[config.mk]
export PLATFORM = sky130hd
export DESIGN_NAME = hood_mode_scheduler_flat
export DESIGN_NICKNAME = d
export VERILOG_FILES = /design/src/rtl/hood_mode_scheduler_if.sv /design/src/rtl/hood_mode_scheduler.sv /design/src/flat_wrapper.sv
export SDC_FILE = /design/constraint.sdc
export NUM_CORES = 1
export LEC_CHECK = 0
export BUFFER_PORTS_ARGS = -buffer_cell sky130_fd_sc_hd__buf_4
export CORE_MARGIN = 2
export CORE_UTILIZATION = 25
export CTS_CLUSTER_SIZE = 28
export DETAILED_ROUTE_END_ITERATION = 10
export REMOVE_ABC_BUFFERS = 1
export SYNTH_ARGS = -nofsm -noshare
export SYNTH_HDL_FRONTEND = slang
export SYNTH_SLANG_ARGS = --single-unit
export TNS_END_PERCENT = 50
[constraint.sdc]
create_clock -name clk -period 4.1 [get_ports clk]
set_input_delay 0.205 -clock clk [delete_from_list [all_inputs] [get_ports clk]]
set_output_delay 0.205 -clock clk [all_outputs]
set_load 0.1 [all_outputs]
[src/rtl/hood_mode_scheduler_if.sv]
// Signal bundle between the range-hood front panel logic and the mode scheduler.
// The master drives power state and button pulses; the slave returns mode, fan and timer status.
interface hood_mode_scheduler_if;
  logic       power_on;
  logic       menu_btn;
  logic       lvl1_btn;
  logic       lvl2_btn;
  logic       lvl3_btn;
  logic       clean_btn;
  logic [2:0] mode;
  logic [1:0] fan_speed;
  logic [7:0] countdown;
  logic       lvl3_used;
  logic       clean_done;
  logic       clean_reminder;

  modport master (
    output power_on, menu_btn, lvl1_btn, lvl2_btn, lvl3_btn, clean_btn,
    input  mode, fan_speed, countdown, lvl3_used, clean_done, clean_reminder
  );

  modport slave (
    input  power_on, menu_btn, lvl1_btn, lvl2_btn, lvl3_btn, clean_btn,
    output mode, fan_speed, countdown, lvl3_used, clean_done, clean_reminder
  );
endinterface

[src/rtl/hood_mode_scheduler.sv]
// Range-hood mode sequencer: standby/menu/levels, one-shot level-3 burst, forced exhaust, self-clean.
// Optional feature macro USAGE_TIMER_EN adds a fan-on usage counter that drives clean_reminder.
module hood_mode_scheduler #(
  parameter int CLK_PER_SEC = 100,
  parameter int LVL3_SEC    = 60,
  parameter int EXHAUST_SEC = 60,
  parameter int CLEAN_SEC   = 180,
  parameter int REMIND_SEC  = 36000
) (
  input logic                   clk,
  input logic                   reset,
  hood_mode_scheduler_if.slave  bus
);

  localparam int PW = (CLK_PER_SEC > 1) ? $clog2(CLK_PER_SEC) : 1;

  typedef enum logic [2:0] {
    S_OFF     = 3'd0,
    S_STANDBY = 3'd1,
    S_MENU    = 3'd2,
    S_LVL1    = 3'd3,
    S_LVL2    = 3'd4,
    S_LVL3    = 3'd5,
    S_EXHAUST = 3'd6,
    S_CLEAN   = 3'd7
  } state_t;

  typedef enum logic [2:0] {
    EV_NONE, EV_MENU, EV_LVL1, EV_LVL2, EV_LVL3, EV_CLEAN
  } event_t;

  state_t          r_state;
  logic [PW-1:0]   r_presc;
  logic [7:0]      r_countdown;
  logic [1:0]      r_fan;
  logic            r_lvl3Used;
  logic            r_cleanDone;

  event_t          w_event;
  state_t          w_nextState;
  logic [7:0]      w_nextCount;
  logic            w_cleanDone;
  logic            w_tick;
  logic            w_expire;

  assign w_tick   = (r_presc == PW'(CLK_PER_SEC - 1));
  assign w_expire = w_tick && (r_countdown == 8'd1);

  // Only the highest-priority pulse survives; lower ones are dropped even if it ends up ignored.
  always_comb begin
    w_event = EV_NONE;
    if (bus.menu_btn)       w_event = EV_MENU;
    else if (bus.lvl1_btn)  w_event = EV_LVL1;
    else if (bus.lvl2_btn)  w_event = EV_LVL2;
    else if (bus.lvl3_btn)  w_event = EV_LVL3;
    else if (bus.clean_btn) w_event = EV_CLEAN;
  end

  always_comb begin
    w_nextState = r_state;
    w_nextCount = r_countdown;
    w_cleanDone = 1'b0;
    case (r_state)
      S_OFF:     w_nextState = S_STANDBY;
      S_STANDBY: if (w_event == EV_MENU) w_nextState = S_MENU;
      S_MENU: begin
        case (w_event)
          EV_MENU:  w_nextState = S_STANDBY;
          EV_LVL1:  w_nextState = S_LVL1;
          EV_LVL2:  w_nextState = S_LVL2;
          EV_LVL3: begin
            if (!r_lvl3Used) begin
              w_nextState = S_LVL3;
              w_nextCount = 8'(LVL3_SEC);
            end
          end
          EV_CLEAN: begin
            w_nextState = S_CLEAN;
            w_nextCount = 8'(CLEAN_SEC);
          end
          default: ;
        endcase
      end
      S_LVL1, S_LVL2: begin
        case (w_event)
          EV_MENU: w_nextState = S_STANDBY;
          EV_LVL1: w_nextState = S_LVL1;
          EV_LVL2: w_nextState = S_LVL2;
          default: ;
        endcase
      end
      // Leaving the burst early still needs a fixed exhaust period, so menu wins over expiry.
      S_LVL3: begin
        if (w_event == EV_MENU) begin
          w_nextState = S_EXHAUST;
          w_nextCount = 8'(EXHAUST_SEC);
        end else if (w_expire) begin
          w_nextState = S_LVL2;
          w_nextCount = 8'd0;
        end else if (w_tick) begin
          w_nextCount = r_countdown - 8'd1;
        end
      end
      S_EXHAUST: begin
        if (w_expire) begin
          w_nextState = S_STANDBY;
          w_nextCount = 8'd0;
        end else if (w_tick) begin
          w_nextCount = r_countdown - 8'd1;
        end
      end
      S_CLEAN: begin
        if (w_expire) begin
          w_nextState = S_STANDBY;
          w_nextCount = 8'd0;
          w_cleanDone = 1'b1;
        end else if (w_tick) begin
          w_nextCount = r_countdown - 8'd1;
        end
      end
      default: w_nextState = S_OFF;
    endcase
    if (!bus.power_on) begin
      w_nextState = S_OFF;
      w_nextCount = 8'd0;
      w_cleanDone = 1'b0;
    end
  end

  // The prescaler restarts on every state entry so each timed state lasts exactly N whole seconds.
  always_ff @(posedge clk or posedge reset) begin
    if (reset) begin
      r_state     <= S_OFF;
      r_presc     <= '0;
      r_countdown <= 8'd0;
      r_fan       <= 2'd0;
      r_lvl3Used  <= 1'b0;
      r_cleanDone <= 1'b0;
    end else begin
      r_state     <= w_nextState;
      r_countdown <= w_nextCount;
      r_cleanDone <= w_cleanDone;
      if (!bus.power_on || (w_nextState != r_state) || w_tick) r_presc <= '0;
      else r_presc <= r_presc + 1'b1;
      case (w_nextState)
        S_LVL1:            r_fan <= 2'd1;
        S_LVL2:            r_fan <= 2'd2;
        S_LVL3, S_EXHAUST: r_fan <= 2'd3;
        default:           r_fan <= 2'd0;
      endcase
      if (!bus.power_on)              r_lvl3Used <= 1'b0;
      else if (w_nextState == S_LVL3) r_lvl3Used <= 1'b1;
    end
  end

  assign bus.mode       = r_state;
  assign bus.fan_speed  = r_fan;
  assign bus.countdown  = r_countdown;
  assign bus.lvl3_used  = r_lvl3Used;
  assign bus.clean_done = r_cleanDone;

`ifdef USAGE_TIMER_EN
  logic [15:0] r_usage;
  logic [15:0] w_usageNext;
  logic        r_reminder;

  always_comb begin
    w_usageNext = r_usage;
    if (w_cleanDone)                                       w_usageNext = 16'd0;
    else if (w_tick && (r_fan != 2'd0) && (r_usage != 16'hFFFF)) w_usageNext = r_usage + 16'd1;
  end

  // Usage survives power-off; only reset or a finished self-clean clears it.
  always_ff @(posedge clk or posedge reset) begin
    if (reset) begin
      r_usage    <= 16'd0;
      r_reminder <= 1'b0;
    end else begin
      r_usage    <= w_usageNext;
      r_reminder <= ({16'd0, w_usageNext} >= 32'(REMIND_SEC));
    end
  end

  assign bus.clean_reminder = r_reminder;
`else
  assign bus.clean_reminder = (REMIND_SEC < 0);
`endif

endmodule

[src/flat_wrapper.sv]
// flat-port wrapper written by rule: the top's interface ports become plain ports
module hood_mode_scheduler_flat 
#(
  parameter int CLK_PER_SEC = 100,
  parameter int LVL3_SEC    = 60,
  parameter int EXHAUST_SEC = 60,
  parameter int CLEAN_SEC   = 180,
  parameter int REMIND_SEC  = 36000
)
  (clk, reset, bus_power_on, bus_menu_btn, bus_lvl1_btn, bus_lvl2_btn, bus_lvl3_btn, bus_clean_btn, bus_mode, bus_fan_speed, bus_countdown, bus_lvl3_used, bus_clean_done, bus_clean_reminder);
  hood_mode_scheduler_if bus_i ();
  input logic clk;
  input logic reset;
  input wire logic [$bits(bus_i.power_on)-1:0] bus_power_on;
  input wire logic [$bits(bus_i.menu_btn)-1:0] bus_menu_btn;
  input wire logic [$bits(bus_i.lvl1_btn)-1:0] bus_lvl1_btn;
  input wire logic [$bits(bus_i.lvl2_btn)-1:0] bus_lvl2_btn;
  input wire logic [$bits(bus_i.lvl3_btn)-1:0] bus_lvl3_btn;
  input wire logic [$bits(bus_i.clean_btn)-1:0] bus_clean_btn;
  output wire logic [$bits(bus_i.mode)-1:0] bus_mode;
  output wire logic [$bits(bus_i.fan_speed)-1:0] bus_fan_speed;
  output wire logic [$bits(bus_i.countdown)-1:0] bus_countdown;
  output wire logic [$bits(bus_i.lvl3_used)-1:0] bus_lvl3_used;
  output wire logic [$bits(bus_i.clean_done)-1:0] bus_clean_done;
  output wire logic [$bits(bus_i.clean_reminder)-1:0] bus_clean_reminder;
  assign bus_i.power_on = bus_power_on;
  assign bus_i.menu_btn = bus_menu_btn;
  assign bus_i.lvl1_btn = bus_lvl1_btn;
  assign bus_i.lvl2_btn = bus_lvl2_btn;
  assign bus_i.lvl3_btn = bus_lvl3_btn;
  assign bus_i.clean_btn = bus_clean_btn;
  assign bus_mode = bus_i.mode;
  assign bus_fan_speed = bus_i.fan_speed;
  assign bus_countdown = bus_i.countdown;
  assign bus_lvl3_used = bus_i.lvl3_used;
  assign bus_clean_done = bus_i.clean_done;
  assign bus_clean_reminder = bus_i.clean_reminder;
  hood_mode_scheduler #(.CLK_PER_SEC(CLK_PER_SEC), .LVL3_SEC(LVL3_SEC), .EXHAUST_SEC(EXHAUST_SEC), .CLEAN_SEC(CLEAN_SEC), .REMIND_SEC(REMIND_SEC)) u_core (.clk(clk), .reset(reset), .bus(bus_i));
endmodule
==> run metrics <==
outcome=finished, final reports clean; transition time at the pin with the least slew margin=0.8179 ns; post-synth top area share=37.38%; drt wl/cell=12.75 µm; Cells after Synth=172; number of antenna violations at the first check in global routing=0; Antenna Violating Nets Remaining=0; sum of net half-perimeters after detailed placement=2546 µm; count of endpoints failing hold in the final timing report=0; clock-pin slew of the registers on the worst-case setup and hold paths=0.08 ns; aggregate global routing overflow=0; Starting DRT DRC Count=54; standard-cell rows=27; Crit Path Class=reg2reg; detailed-routing iteration count for the pre-antenna-repair pass=4; Synth Warn #=0; setup-violating endpoint count in the final report=0; antenna diode count=0; fraction of the cycle the final worst path needs=65.14%; layout cells sized above 1=16.75%; number of buffer cells added on primary ports=22; startpoint kind of the worst setup timing path=register; layout net count=203; number of CTS-inserted buffers=3; summed instance area of the synthesized netlist=1473 µm²; required time reported for the critical path endpoint=4.23 ns; number of placed I/O pins=24; Std-Cell Core Area=5608 µm²; post-layout minimum cycle time=2.671 ns; gp weighted congestion=0.8077; number of flops mapped to enable cells by yosys=0; largest clock skew in the final design=0.004275 ns; Synth cell types=50; final setup TNS=0 ns; register bit count reported by yosys=22; GRT Resource Usage Total=10.90%; share of synthesized registers carrying an async set or reset=100.0%; maximum operating frequency=374.4 MHz; cell total after placement=259; worst skew pair latency=0.27 ns; kind of end point of the critical path=register; initial cell density of the core=26.26%; number of gates resized after CTS=0; largest net degree at the start of global routing=23; Avg Vias per Cell=5.030; CP max FO=12; Post-Route WL=3353 µm; most common cell in the netlist=dfrtp_1; share of synthesized area occupied by flip-flops and latches=37.38%; total power=0.5640 mW; Peak supply drop=153.5 µV; CTS tree=yes; root buffer cell=clkbuf_8; die area=6521 µm²; number of sinks driven by the clock tree=22; synth top area cells=dfrtp_1 37%, nand3_1 3.4%, nor4_1 3.4%; first-pass GRT wire length=5685 µm; Post-synth top flop=dfrtp_1; total count of max-transition violations in the final report=0; unrepaired setup endpoints after global routing=no; max-cap violation count=0; Lkg Pwr=0.7715 nW; worst path arrival time=2.80 ns; synth cell count leaders=22 x dfrtp_1, 11 x inv_1, 11 x nand2_1, 11 x nor2_1; Avg Cell Area, Syn=8.562 µm²; area added between synthesis and finish=19.80%; cell type with the highest aggregate area in the netlist=dfrtp_1; drc violations=0; die outline height=80.75 µm; number of filler cells placed in the layout=612; via count=1323; count of hold buffers inserted by post-cts repair=0; relative slew slack=45.41%; H-Tree Level Count=1; width of the die=80.75 µm; setup fix buffers added after clock tree synthesis=0; vias in the first global route=1235; Finished Layout Cells=263; clk buf depth=2; power per cell area=319.7 nW/µm²; Hold WC Path Type=in2async
[registers in the layout (all words and copies together) (netlist names)]
name and cells:
u_core.bus.clean_done 1, u_core.r_presc 7, u_core.bus.countdown 8, u_core.bus.mode 3, u_core.bus.lvl3_used 1, u_core.bus.fan_speed 2
[layout by cell type (no fill, tap or decap), types with 3 or more instances in the layout]
cell / instances
buf_4: 22
nand3_1: 10
nand2_1: 11
nor3_1: 9
dfrtp_1: 22
inv_1: 11
a21o_1: 4
a21oi_1: 6
nand2b_1: 3
o21ai_0: 10
o21a_1: 3
o211ai_1: 3
xnor2_1: 4
ha_1: 3
clkbuf_8: 3
nor2_1: 11
nor2b_1: 5
xor2_1: 3
nor4_1: 8
[per-stage QoR]
| stage | utilization, % | setup WS [ns] | area, µm² | hold slack (ns) |
|---|---|---|---|---|
| after floorplan | - | 1.207 | 1438 | 0.1942 |
| after CTS | 31.46 | 1.466 | 1764 | 0.1425 |
| final | 31.46 | 1.429 | 1764 | 0.09672 |
| after detailed placement | 30.19 | 1.485 | 1693 | 0.4357 |
| after global placement | 30.19 | 1.508 | 1693 | 0.4244 |
| after global routing | 31.46 | 1.153 | 1764 | 0.1851 |
[final cells by class]
class | count | area, µm² | share of cell area (%)
well taps | 72 | 90.09 | 5.106
clock buffers | 3 | 41.29 | 2.340
repair buffers | 22 | 165.2 | 9.362
multi-input cells | 132 | 845.8 | 47.94
clock inverters | 1 | 30.03 | 1.702
flip-flops and latches | 22 | 550.5 | 31.21
inverters | 11 | 41.29 | 2.340
[cells by family after synthesis]
kind of cell / after synthesis / share of synthesized area (%)
AO/OA/AOI/OAI: 47 / 22.77
XOR/XNOR: 7 / 4.163
adder cells (fa/ha/maj): 3 / 2.549
buffers and inverters: 18 / 5.182
flip-flops: 22 / 37.38
other: 1 / 0.2546
AND/OR/NAND/NOR: 74 / 27.70
[per-layer routing]
metal | vias to the layer above | GRT usage [%] | part of all wire, %
met5 | - | 0 | 0
met4 | 0 | 1.525 | 0.30
met3 | 2 | 3.444 | 5.7
met2 | 32 | 17.42 | 45
met1 | 616 | 14.82 | 49
li1 | 673 | - | -
[where the power goes]
| part | switching [mW] | internal [mW] | total [mW] |
|---|---|---|---|
| sequential | 0.0130 | 0.225 | 0.238 |
| clock | 0.0723 | 0.130 | 0.203 |
| combinational | 0.0921 | 0.0310 | 0.123 |
[final timing paths]
path | from | endpoint | slack, ns | depth (start not counted)
worst max-delay path | u_core.bus.countdown[1]$_DFFE_PP0P_ | u_core.r_presc[4]$_DFF_PP0_ | 1.43 | 8
worst min-delay path | reset | u_core.r_presc[6]$_DFF_PP0_ | 0.1 | 2
worst max register to register | u_core.bus.countdown[1]$_DFFE_PP0P_ | u_core.r_presc[4]$_DFF_PP0_ | 1.43 | 8
worst min register to register | u_core.r_presc[0]$_DFF_PP0_ | u_core.r_presc[0]$_DFF_PP0_ | 0.47 | 1
max in group asynchronous | reset | u_core.r_presc[4]$_DFF_PP0_ | 3.50 | 2
min in group clk | bus_power_on | u_core.bus.lvl3_used$_DFFE_PP0P_ | 0.23 | 2
[worst max-delay path: stages (launching register included)]
cell and delay, ns:
dfrtp_1 0.42, inv_1 0.09, ha_1 0.14, nor3b_1 0.27
nand4_1 0.41, a211o_1 0.39, nand2b_1 0.18, o2111ai_1 0.51
nor4_1 0.11
(Power assumes the default switching activity.)
